[config.mk]
export PLATFORM = sky130hd
export DESIGN_NAME = dma_desc_reg_fetcher
export DESIGN_NICKNAME = d
export VERILOG_FILES = /design/src/rtl/dma_desc_pkg.sv /design/src/rtl/dma_desc_reg_fetcher.sv
export SDC_FILE = /design/constraint.sdc
export NUM_CORES = 1
export LEC_CHECK = 0
export BUFFER_PORTS_ARGS = -buffer_cell sky130_fd_sc_hd__clkbuf_2
export CAP_MARGIN = 20
export CORE_AREA = 3 3 230 232
export DETAILED_ROUTE_END_ITERATION = 6
export DIE_AREA = 0 0 233 235
export GPL_TIMING_DRIVEN = 0
export PLACE_DENSITY_LB_ADDON = 0.1
export REMOVE_ABC_BUFFERS = 1
export SLEW_MARGIN = 0
export SYNTH_ARGS = -nofsm -noshare
export SYNTH_HDL_FRONTEND = slang
export SYNTH_SLANG_ARGS = --single-unit
[constraint.sdc]
create_clock -name clk_i -period 3.3 [get_ports clk_i]
set_input_delay 0.66 -clock clk_i [delete_from_list [all_inputs] [get_ports clk_i]]
set_output_delay 0.66 -clock clk_i [all_outputs]
set_load 0.05 [all_outputs]
[src/rtl/dma_desc_pkg.sv]
// Shared types and constants for the descriptor DMA front end.
package dma_desc_pkg;

    // Fetcher control states
    typedef enum logic [1:0] {
        IDLE  = 2'd0,
        READ  = 2'd1,
        OUT   = 2'd2,
        WRITE = 2'd3
    } fetcher_state_e;

    // Default descriptor length in register words
    localparam int unsigned DescNumWords = 4;

    // Bit value replicated across the completion word ('1 at any width)
    localparam bit DescDoneValue = 1'b1;

    // Default register-interface request (64-bit address and data)
    typedef struct packed {
        logic [63:0] addr;
        logic        write;
        logic [63:0] wdata;
        logic [7:0]  wstrb;
        logic        valid;
    } dma_reg_req_t;

    // Default register-interface response
    typedef struct packed {
        logic [63:0] rdata;
        logic        error;
        logic        ready;
    } dma_reg_rsp_t;

endpackage

[src/rtl/dma_desc_reg_fetcher.sv]
// Descriptor fetch engine: reads NumWords sequential register words from a
// base address, presents them as one descriptor, and issues all-ones
// completion writes on request.
//
// Handshakes: a transfer happens on a rising clk_i edge where valid and ready
// are both high. Once a request is raised (reg_req_o.valid, desc_valid_o) it
// and its payload stay constant until ready is seen; only reset may drop it.
module dma_desc_reg_fetcher
    import dma_desc_pkg::*;
#(
    parameter type         reg_req_t              = dma_reg_req_t,
    parameter type         reg_rsp_t              = dma_reg_rsp_t,
    parameter int unsigned AddrWidth              = 64,
    parameter int unsigned DataWidth              = 64,
    parameter int unsigned ByteWidthInPowersOfTwo = 3,
    parameter int unsigned NumWords               = DescNumWords
) (
    input  logic                          clk_i,
    input  logic                          rst_ni,
    input  logic                          addr_valid_i,
    output logic                          addr_ready_o,
    input  logic [AddrWidth-1:0]          addr_i,
    output logic                          desc_valid_o,
    input  logic                          desc_ready_i,
    output logic [NumWords*DataWidth-1:0] desc_o,
    input  logic                          done_valid_i,
    output logic                          done_ready_o,
    input  logic [AddrWidth-1:0]          done_addr_i,
    output logic                          busy_o,
    output reg_req_t                      reg_req_o,
    input  reg_rsp_t                      reg_rsp_i
);

    localparam int unsigned CntWidth  = $clog2(NumWords + 1);
    localparam int unsigned DescWidth = NumWords * DataWidth;
    // Clears the byte-offset bits so the base is word aligned
    localparam logic [AddrWidth-1:0] AlignMask =
        ~((AddrWidth'(1) << ByteWidthInPowersOfTwo) - AddrWidth'(1));

    fetcher_state_e        state_q, state_d;
    logic [CntWidth-1:0]   cnt_q, cnt_d;
    logic [AddrWidth-1:0]  base_q, base_d;
    logic [AddrWidth-1:0]  done_addr_q, done_addr_d;
    logic [DescWidth-1:0]  desc_q, desc_d;

    // The slave's error flag carries no meaning for this block
    logic unused_rsp_error;
    assign unused_rsp_error = reg_rsp_i.error;

    assign desc_o = desc_q;

    // State register and datapath registers, async active-low reset
    always_ff @(posedge clk_i or negedge rst_ni) begin
        if (!rst_ni) begin
            state_q     <= IDLE;
            cnt_q       <= '0;
            base_q      <= '0;
            done_addr_q <= '0;
            desc_q      <= '0;
        end else begin
            state_q     <= state_d;
            cnt_q       <= cnt_d;
            base_q      <= base_d;
            done_addr_q <= done_addr_d;
            desc_q      <= desc_d;
        end
    end

    // Next-state logic and output decode; request fields depend only on state
    always_comb begin
        state_d      = state_q;
        cnt_d        = cnt_q;
        base_d       = base_q;
        done_addr_d  = done_addr_q;
        desc_d       = desc_q;
        addr_ready_o = 1'b0;
        done_ready_o = 1'b0;
        desc_valid_o = 1'b0;
        busy_o       = (state_q != IDLE);
        reg_req_o    = '0;

        case (state_q)
            IDLE: begin
                // A pending completion write wins over a new fetch
                done_ready_o = done_valid_i;
                addr_ready_o = !done_valid_i;
                if (done_valid_i) begin
                    done_addr_d = done_addr_i;
                    state_d     = WRITE;
                end else if (addr_valid_i) begin
                    base_d  = addr_i & AlignMask;
                    cnt_d   = '0;
                    state_d = READ;
                end
            end
            READ: begin
                reg_req_o.valid = 1'b1;
                reg_req_o.write = 1'b0;
                // Address arithmetic wraps modulo 2^AddrWidth
                reg_req_o.addr  = base_q + (AddrWidth'(cnt_q) << ByteWidthInPowersOfTwo);
                if (reg_rsp_i.ready) begin
                    desc_d[cnt_q*DataWidth +: DataWidth] = reg_rsp_i.rdata;
                    cnt_d = cnt_q + 1'b1;
                    if (cnt_q == CntWidth'(NumWords - 1)) begin
                        state_d = OUT;
                    end
                end
            end
            OUT: begin
                desc_valid_o = 1'b1;
                if (desc_ready_i) begin
                    state_d = IDLE;
                end
            end
            WRITE: begin
                reg_req_o.valid = 1'b1;
                reg_req_o.write = 1'b1;
                reg_req_o.addr  = done_addr_q;
                reg_req_o.wdata = {DataWidth{DescDoneValue}};
                reg_req_o.wstrb = '1;
                if (reg_rsp_i.ready) begin
                    state_d = IDLE;
                end
            end
            default: begin
                state_d = IDLE;
            end
        endcase
    end

endmodule

==> results by group, run 1 <==
Routing
  • Routed vias/inst: 4.976
  • Final wirelength: 60.49 mm
  • Antenna violation net count after detailed routing: 0
  • Drt first pass iters: 4
  • Routed wire per std cell: around 22 µm
  • Residual DRC count: 0
  • Total number of vias: 13570
  • DR iter-0 viols: approximately 660

GRT
  • Total GRT Usage: 0.2164
  • Number of global-route vias before repair: 13970
  • Initial antenna violation count: 7
  • Pin count of the biggest net entering global routing: 110
  • Global route overflow: 0
  • First-pass GRT wire length: between 90 and 100 mm

Clock tree
  • Num Clock Sinks: 386
  • TritonCTS clock tree: done
  • CTS H-tree depth: 2
  • CTS clock-pin slew for the worst setup and hold paths: 60 ps
  • CTS Buf Count: 45
  • Clock root cell: clkbuf_16
  • Clock latency on the worst-skew pair: 580 ps
  • Clock Path Buffers: 3

STA
  • Hold Violations, Final: 0
  • Fmax: 252.4 MHz
  • Worst slew margin: 0.4270
  • Tmin final: 3961 ps
  • Final Slew Violations: 0
  • Skew final: 15.90 ps
  • # setup viols final: 52
  • Unrepaired setup endpoints after global routing: true
  • Tightest Pin Transition: 857.7 ps
  • Worst setup margin: -661.2 ps
  • Fin crit share: 1.200

Logic synthesis
  • Top cells by area, synth: dfrtp_1 (55%), mux2_2 (20%), nand2_1 (3.6%), o21ai_0 (3.4%), buf_4 (3.1%)
  • Asr flop ratio synth: 1.000
  • Library cells used by synthesis: 56
  • Sequential area share after synthesis: 0.5540
  • Post-synth EDFFs: 0
  • Syn_area_per_cell: approximately 12 µm²
  • Synthesis-stage register bit count: 386
  • Share of the synthesized area in the top cell type: 0.5540
  • Synthesized area: 17430 µm²
  • Mapped Cells: between 1000 and 1500
  • Synthesis warning total: 0
  • Dominant cell type by area after synthesis: dfrtp_1
  • Top_reg_cell synth: dfrtp_1

Worst setup path
  • Peak per-stage delay on the critical path: 560 ps
  • Reg2reg end: desc_o[116]$_DFFE_PN0P_
  • Critical R2R Launch: state_q[0]$_DFFE_PN0P_
  • Worst setup EP type: output pin
  • WS Path Type: register to output pin
  • Req. time, crit path: between 2000 and 3000 ps
  • Worst path slowest cell: or4b_4
  • Reg2reg setup slack: between 200 and 250 ps
  • FF-to-FF path depth: 5
  • Startpoint Class: register
  • Worst-path cell chain: ha_4, fa_2, a21oi_4, or4_4, or4b_4, or4_4, nand3_2, buf_8
  • CP max FO: 4
  • Data arrival time of the worst path: 3300 ps
  • Critical path's most frequent cell: or4_4

Placement
  • Cell Area, Placed: approximately 21000 µm²
  • I/O Buffers: 592
  • Routability Congestion: 0.8034
  • Post-DP HPWL: 43.79 mm

Finish
  • Layout Cell Area excl Fill: 24260 µm²
  • FF/Latch Area: 9671 µm²
  • Commonest non-fill, non-tap cell in the layout: clkbuf_2
  • Fill count: 4723
  • Layout area overhead: 39.17%
  • Commonest non-fill, non-tap cells in the layout: clkbuf_2 (534), dfrtp_1 (381), mux2_2 (310)
  • Share of cells above drive strength 1: 0.5763
  • Final net count: 2217
  • Area of the multi-input gates: 7755 µm²

Floorplanning
  • Die area: between 50000 and 60000 µm²
  • Initial Utilization: 0.3405
  • Die X: 233 µm
  • Core area: 51200 µm²
  • FP Rows: slightly above 80
  • Io pins: 597
  • Die height: 235 µm

Status
  • Failing checks: setup timing
  • Run status: complete, but fails checks

Hold path
  • Hold Crit Class: input pin to asynchronous set/reset pin

Run
  • Max-cap viol count: 0
==> how the worst max path moves through the flow <==
stage,start,endpoint,cells after the start,slack [ps]
5_1_grt,base_q[3]$_DFFE_PN0P_,reg_req_o[125],8,-750
4_1_cts,base_q[3]$_DFFE_PN0P_,reg_req_o[125],8,-700
3_3_place_gp,cnt_q[0]$_DFFE_PN0P_,desc_o[136]$_DFFE_PN0P_,6,-8520
6_report,base_q[3]$_DFFE_PN0P_,reg_req_o[125],8,-660
3_5_place_dp,cnt_q[0]$_DFFE_PN0P_,reg_req_o[135],8,-730
2_1_floorplan,state_q[0]$_DFFE_PN0P_,reg_req_o[126],2,-26210
==> per-layer routing <==
layer,track usage,part of all wire,vias up
li1,-,-,6177
met1,0.2465,0.37,6797
met2,0.3610,0.49,482
met3,0.09869,0.11,104
met4,0.06906,0.030,10
met5,0,0.00099,-
==> cells by family after synthesis <==
family | synth area share
muxes | 0.2020
and+or+nand+nor | 0.1025
adders and majority gates | 0.006172
DFF | 0.5540
buffers and inverters | 0.05418
AOI/OAI and AO/OA | 0.06359
xor gates and xnor gates | 0.01758
==> cells in the mapped netlist (all sizes together) (3+ instances only) <==
cell / instances
or3: 5
nor3: 18
a211o: 4
nor4b: 3
buf: 79
nand2b: 10
nand4: 20
ha: 7
nand2: 168
o21ai: 118
xnor2: 22
clkbuf: 82
and3: 20
o211a: 13
nor2: 16
a21oi: 25
nand3b: 3
inv: 13
nor4: 19
or2: 3
nand3: 30
nor2b: 3
and2: 13
nor3b: 3
and4: 16
or4: 3
dfrtp: 386
a211oi: 9
mux2: 310
mux2i: 3
xor2: 13
==> area by class of cell <==
| type | instances | share of cell area |
|---|---|---|
| Sequential cell | 386 | 0.3986 |
| Multi-Input combinational cell | 899 | 0.3196 |
| Timing Repair Buffer | 665 | 0.1814 |
| Clock buffer | 62 | 0.05275 |
| Tap cell | 680 | 0.03507 |
| Clock inverter | 19 | 0.01000 |
| Inverter | 13 | 0.002321 |
| Antenna cell | 3 | 0.0003094 |
==> through the flow <==
step | utilization | setup slack (ps) | hold WS (ps) | setup TNS (ps) | std cells
finish | 0.4739 | -661.2 | 88.03 | -19550 | 2727
detailed placement | 0.4077 | -731.8 | 469.2 | -53410 | 2590
global route | 0.4738 | -754.1 | 117.4 | -25610 | 2725
CTS | 0.4615 | -696.5 | 98.41 | -22350 | 2703
floorplan | - | -26210 | 364.4 | -2500020 | 1298
global placement | 0.3975 | -8521 | 462.4 | -4990730 | 2570
==> timing repair <==
action                                  in CTS  in global routing
setup buffers                               30                 22
gates resized for setup                    210                132
cloned                                       2                  0
endpoints found under the setup margin     273                117
pin swaps                                   70                 45
hold buffers                                 0                  0
==> critical path: cells and delay by family (launching register included) <==
kind | cells | cell delay [ps]
and+or+nand+nor | 4 | 1690
buffers and inverters | 1 | 150
adders and majority gates | 2 | 410
AOI/OAI and AO/OA | 1 | 70
DFF | 1 | 400
==> flip-flops by register name (all words and copies together), names as in the netlist <==
signal / flops
state_q: 2
base_q: 61
desc_o: 256
cnt_q: 3
done_addr_q: 64
Power of run 1 is not shown: default switching activity piles up to over one toggle a cycle in this logic, so the estimate is an artifact.
==> run 2: changes to the inputs <==
--- a/config.mk
+++ b/config.mk
@@ -11,7 +11,7 @@
 export DETAILED_ROUTE_END_ITERATION = 6
 export DIE_AREA = 0 0 233 235
 export GPL_TIMING_DRIVEN = 0
-export PLACE_DENSITY_LB_ADDON = 0.1
+export PLACE_DENSITY = 0.69
 export REMOVE_ABC_BUFFERS = 1
 export SLEW_MARGIN = 0
 export SYNTH_ARGS = -nofsm -noshare
==> run 2 against run 1 <==
Compared with the run above:
- the run still ends with setup timing left
- critical path depth stayed put
- sequential share of layout area up 0.80 points
- critical endpoint unchanged
- non-clock buffer count shrank 4
- register-to-register slack better by 190 ps
- flip-flop and latch count stayed put
- wire length shrank 4.5%
- count of clock-buffer cells in the layout decreased by 4
- die area unchanged
- hold slack improved by 27 ps
==> results by group, run 2 (same netlist as run 1, synthesis figures left out) <==
STA
  • Fmax: 256.4 MHz (was 252.4 MHz)
  • Unrepaired setup endpoints after global routing: true (unchanged)
  • Hold Violations, Final: 0 (unchanged)
  • Worst slew margin: 0.4781 (was 0.4270)
  • Final Slew Violations: 0 (unchanged)
  • Tightest Pin Transition: 781.2 ps (was 857.7 ps)
  • Fin crit share: 1.182 (was 1.200)
  • Tmin final: 3900 ps (was 3961 ps)
  • # setup viols final: 51 (was 52)
  • Skew final: 9.114 ps (was 15.90 ps)
  • Worst setup margin: -600.5 ps (was -661.2 ps)

Placement
  • Post-DP HPWL: 41.72 mm (was 43.79 mm)
  • Setup slack at placement: -853.5 ps (was -731.8 ps)
  • Routability Congestion: 0.8703 (was 0.8034)
  • I/O Buffers: 592 (unchanged)
  • Placed Cells: 2590 (unchanged)

Finish
  • Max FFs per register: 256 (unchanged)
  • Layout area overhead: 36.39% (was 39.17%)
  • Commonest non-fill, non-tap cell in the layout: clkbuf_2 (unchanged)
  • Post-Layout Cell Count: 2723 (was 2727)
  • Share of cells above drive strength 1: 0.5597 (was 0.5763)
  • Commonest non-fill, non-tap cells in the layout: clkbuf_2 (536), dfrtp_1 (379), mux2_2 (310) (was clkbuf_2 (534), dfrtp_1 (381), mux2_2 (310))
  • Final net count: 2211 (was 2217)

Worst setup path
  • Startpoint Class: register (unchanged)
  • Req. time, crit path: 2640 ps (about the same)
  • Data arrival time of the worst path: 3240 ps (was 3300 ps)
  • CP max FO: 5 (was 4)
  • WS Path Type: register to output pin (unchanged)
  • Worst setup EP type: output pin (unchanged)

Clock tree
  • CTS Hold Bufs: 0 (unchanged)
  • Num Clock Sinks: 386 (unchanged)
  • CTS H-tree depth: 2 (unchanged)
  • CTS clock-pin slew for the worst setup and hold paths: 60 ps (about the same)
  • TritonCTS clock tree: done (unchanged)
  • CTS Buf Count: 43 (was 45)
  • Clock root cell: clkbuf_16 (unchanged)
  • Clock latency on the worst-skew pair: 560 ps (was 580 ps)
  • Clock Path Buffers: 3 (unchanged)

Status
  • Run status: complete, but fails checks (unchanged)
  • Failing checks: setup timing (unchanged)

GRT
  • Total GRT Usage: 0.2039 (was 0.2164)
  • Initial antenna violation count: 15 (was 7)
  • First-pass GRT wire length: 86.95 mm (was 90.53 mm)
  • Number of global-route vias before repair: 14300 (was 13970)
  • Global route overflow: 0 (unchanged)
  • Pin count of the biggest net entering global routing: 107 (was 110)

Floorplanning
  • Die X: 233 µm (unchanged)
  • Die area: 54760 µm² (unchanged)
  • Io pins: 597 (unchanged)
  • Core area: 51200 µm² (unchanged)
  • FP Rows: 83 (unchanged)
  • Initial Utilization: 0.3405 (unchanged)
  • Die height: 235 µm (unchanged)

Routing
  • Routed wire per std cell: 21.22 µm (was 22.18 µm)
  • Antenna violation net count after detailed routing: 0 (unchanged)
  • Drt first pass iters: 5 (was 4)
  • Residual DRC count: 0 (unchanged)
  • Routed vias/inst: 5.095 (was 4.976)
  • DR iter-0 viols: 642 (was 664)
  • Total number of vias: 13870 (was 13570)
  • Final wirelength: 57.79 mm (was 60.49 mm)

Run
  • Max-cap viol count: 0 (unchanged)

Hold path
  • Hold Crit Class: input pin to asynchronous set/reset pin (unchanged)
run 2: layout make-up:
class | count | area, µm²
antenna | 8 | 20.02
clock buffer | 58 | 1202
clock inverter | 18 | 186.4
fill | 4536 | 27420
inverter | 13 | 48.80
multi-input combinational | 899 | 7506
sequential | 386 | 9668
tap | 680 | 850.8
timing repair buffer | 661 | 4297
run 2: worst paths after layout:
check,slack [ps],end,depth (start not counted),startpoint
hold reg to reg,470,desc_o[165]$_DFFE_PN0P_,2,desc_o[165]$_DFFE_PN0P_
setup / recovery,-600,reg_req_o[125],8,base_q[3]$_DFFE_PN0P_
min in group clk_i,330,done_addr_q[0]$_DFFE_PN0P_,2,done_addr_i[0]
setup reg to reg,400,desc_o[155]$_DFFE_PN0P_,8,cnt_q[0]$_DFFE_PN0P_
hold / removal,110,desc_o[204]$_DFFE_PN0P_,1,rst_ni
max in group asynchronous,2150,base_q[56]$_DFFE_PN0P_,2,rst_ni
run 2: metal layers:
layer | wire [µm] | track usage | vias up
li1 | - | - | 6172
met1 | 20110 | 0.2204 | 6883
met2 | 28190 | 0.3495 | 667
met3 | 6465 | 0.08463 | 146
met4 | 2980 | 0.08660 | 6
met5 | 39 | 0 | -
run 2: repair_timing:
| item | 4_1_cts | 5_1_grt |
|---|---|---|
| cloned | 2 | 0 |
| pin swaps | 42 | 58 |
| buffers inserted | 30 | 22 |
| setup endpoints to repair | 55 | 107 |
| resized for setup | 167 | 101 |
run 2: per-stage QoR:
| step | area, µm² | setup TNS, ps | utilization | hold slack [ps] |
|---|---|---|---|---|
| finish | 23780 | -16770 | 0.4645 | 114.9 |
| global route | 23770 | -23390 | 0.4644 | 136.9 |
| CTS | 23320 | -20690 | 0.4555 | 110.9 |
| detailed placement | 20850 | -15840 | 0.4073 | 469.2 |
| global placement | 20350 | -4365100 | 0.3975 | 461.9 |
| floorplan | 16540 | -2500020 | - | 364.4 |
run 2: worst max-delay path, stage by stage (launching register included):
cell	delay, ps
dfrtp_1	390
ha_4	160
fa_2	240
a21oi_4	70
or4_4	490
or4b_4	560
or4_4	500
nand3_2	100
buf_8	150
Power of run 2 is left out for the same reason.
==> run 3: changes to the inputs <==
--- a/config.mk
+++ b/config.mk
@@ -13,6 +13,7 @@
 export GPL_TIMING_DRIVEN = 0
 export PLACE_DENSITY = 0.69
 export REMOVE_ABC_BUFFERS = 1
+export SETUP_SLACK_MARGIN = 0.2
 export SLEW_MARGIN = 0
 export SYNTH_ARGS = -nofsm -noshare
 export SYNTH_HDL_FRONTEND = slang
==> run 3 against run 2 <==
Compared with the run above:
- the flow still finishes with violations (setup timing)
- clock skew decreased by 1.3 ps
- hold slack improved by 2.7 ps
- global-route usage increased by 0.082 points
- register-to-register slack got worse by 200 ps
- utilization increased by 0.31 points
- setup slack got worse by 31 ps
- die area unchanged
- critical path depth decreased by 1
- first-iteration DRC count increased by 6.4%
- sequential share of layout area decreased by 0.28 points
==> results by group, run 3 (same netlist as run 1, synthesis figures left out) <==
Status
  • Run status: complete, but fails checks (unchanged)
  • Failing checks: setup timing (unchanged)

Clock tree
  • CTS Hold Bufs: 0 (unchanged)
  • CTS H-tree depth: 2 (unchanged)
  • CTS Buf Count: 43 (unchanged)
  • CTS clock-pin slew for the worst setup and hold paths: 60 ps (about the same)
  • Clock latency on the worst-skew pair: 560 ps (about the same)
  • Num Clock Sinks: 386 (unchanged)
  • Clock root cell: clkbuf_16 (unchanged)
  • TritonCTS clock tree: done (unchanged)
  • Clock Path Buffers: 3 (unchanged)

STA
  • Worst setup margin: -631.6 ps (was -600.5 ps)
  • Tmin final: 3932 ps (was 3900 ps)
  • Fin crit share: 1.191 (was 1.182)
  • Final Slew Violations: 0 (unchanged)
  • Hold Violations, Final: 0 (unchanged)
  • Unrepaired setup endpoints after global routing: true (unchanged)
  • Sum Neg Setup Slack: -18620 ps (was -16770 ps)
  • Worst slew margin: 0.4953 (was 0.4781)
  • Tightest Pin Transition: 755.4 ps (was 781.2 ps)
  • # setup viols final: 54 (was 51)
  • Skew final: 7.820 ps (was 9.114 ps)
  • Fmax: 254.4 MHz (was 256.4 MHz)

Finish
  • Final net count: 2212 (was 2211)
  • Commonest non-fill, non-tap cells in the layout: clkbuf_2 (531), dfrtp_1 (380), mux2_2 (310) (was clkbuf_2 (536), dfrtp_1 (379), mux2_2 (310))
  • Commonest non-fill, non-tap cell in the layout: clkbuf_2 (unchanged)
  • Share of cells above drive strength 1: 0.5643 (was 0.5597)
  • Layout area overhead: 37.30% (was 36.39%)
  • Post-Layout Cell Count: 2724 (was 2723)
  • Max FFs per register: 256 (unchanged)
  • Core Util, Final: 0.4676 (was 0.4645)

Worst setup path
  • Worst setup EP type: output pin (unchanged)
  • WS Path Type: register to output pin (unchanged)
  • Data arrival time of the worst path: 3270 ps (was 3240 ps)
  • Startpoint Class: register (unchanged)
  • CP max FO: 9 (was 5)
  • Req. time, crit path: 2640 ps (about the same)

Placement
  • Placed Cells: 2590 (unchanged)
  • Routability Congestion: 0.8703 (unchanged)
  • Post-DP HPWL: 41.72 mm (unchanged)
  • I/O Buffers: 592 (unchanged)

Routing
  • Residual DRC count: 0 (unchanged)
  • Total number of vias: 13930 (was 13870)
  • Antenna violation net count after detailed routing: 0 (unchanged)
  • DR iter-0 viols: 683 (was 642)
  • Routed vias/inst: 5.113 (was 5.095)
  • Routed wire per std cell: 21.44 µm (was 21.22 µm)
  • Drt first pass iters: 5 (unchanged)
  • Final wirelength: 58.40 mm (was 57.79 mm)

GRT
  • First-pass GRT wire length: 87.27 mm (was 86.95 mm)
  • Global route overflow: 0 (unchanged)
  • Pin count of the biggest net entering global routing: 107 (unchanged)
  • Total GRT Usage: 0.2047 (was 0.2039)
  • Number of global-route vias before repair: 14310 (was 14300)
  • Initial antenna violation count: 15 (unchanged)

Floorplanning
  • Die height: 235 µm (unchanged)
  • Io pins: 597 (unchanged)
  • Core area: 51200 µm² (unchanged)
  • Die X: 233 µm (unchanged)
  • FP Rows: 83 (unchanged)
  • Initial Utilization: 0.3405 (unchanged)
  • Die area: 54760 µm² (unchanged)

Hold path
  • Hold Crit Class: input pin to asynchronous set/reset pin (unchanged)

Run
  • Max-cap viol count: 0 (unchanged)
==> run 3: changes by cell type in the layout (fill, tap and decap cells not counted), moves of 4 or more <==
cell,delta
buf_8,+11
clkbuf_2,-5
clkbuf_8,-6
and2_4,+4
==> run 3: area by class of cell <==
cell class / count / area (µm²)
Tap cell: 680 / 850.8
Antenna cell: 8 / 20.02
Fill cell: 4508 / 27260
Clock inverter: 18 / 186.4
Inverter: 13 / 52.55
Multi-Input combinational cell: 900 / 7577
Timing Repair Buffer: 661 / 4382
Clock buffer: 58 / 1202
Sequential cell: 386 / 9667
==> run 3: path summary, 6_finish.rpt <==
check	startpoint	to	slack, ps	cells after the start
max	base_q[22]$_DFFE_PN0P_	reg_req_o[133]	-630	7
min	rst_ni	desc_o[204]$_DFFE_PN0P_	120	1
max reg2reg	cnt_q[0]$_DFFE_PN0P_	desc_o[219]$_DFFE_PN0P_	200	8
min reg2reg	desc_o[165]$_DFFE_PN0P_	desc_o[165]$_DFFE_PN0P_	470	2
max in group asynchronous	rst_ni	cnt_q[0]$_DFFE_PN0P_	2140	2
min in group clk_i	addr_i[45]	base_q[45]$_DFFE_PN0P_	310	3
==> run 3: through the flow <==
step	cell area [µm²]	hold slack (ps)	setup WS (ps)
after floorplan	16540	364.4	-26210
after global placement	20350	461.9	-7618
after detailed placement	20850	469.2	-853.5
after CTS	23380	110.9	-644.7
after global routing	23930	136.9	-737.9
final	23940	117.6	-631.6
==> run 3: layer usage <==
metal | wire length, µm | GRT usage | vias to the layer above | share of wire
met2 | 28470 | 0.3491 | 629 | 0.49
met5 | 41 | 0 | - | 0.00070
met3 | 6111 | 0.08402 | 133 | 0.10
li1 | - | - | 6178 | -
met1 | 20850 | 0.2234 | 6983 | 0.36
met4 | 2932 | 0.08697 | 6 | 0.050
==> run 3: what timing repair did <==
| action | 4_1_cts | 5_1_grt |
|---|---|---|
| endpoints found under the hold margin | 0 | 0 |
| resized for setup | 175 | 126 |
| buffers inserted | 33 | 14 |
| pin swaps | 43 | 58 |
| setup endpoints to repair | 214 | 132 |
| cloned | 2 | 1 |
==> run 3: critical path: stages (launching register included) <==
cell and delay [ps]:
dfrtp_1 510, and4_1 390, nand3_2 350, or4b_4 700, buf_4 190, mux2i_1 120
nor3_1 210, buf_4 240
Power of run 3 is left out for the same reason.
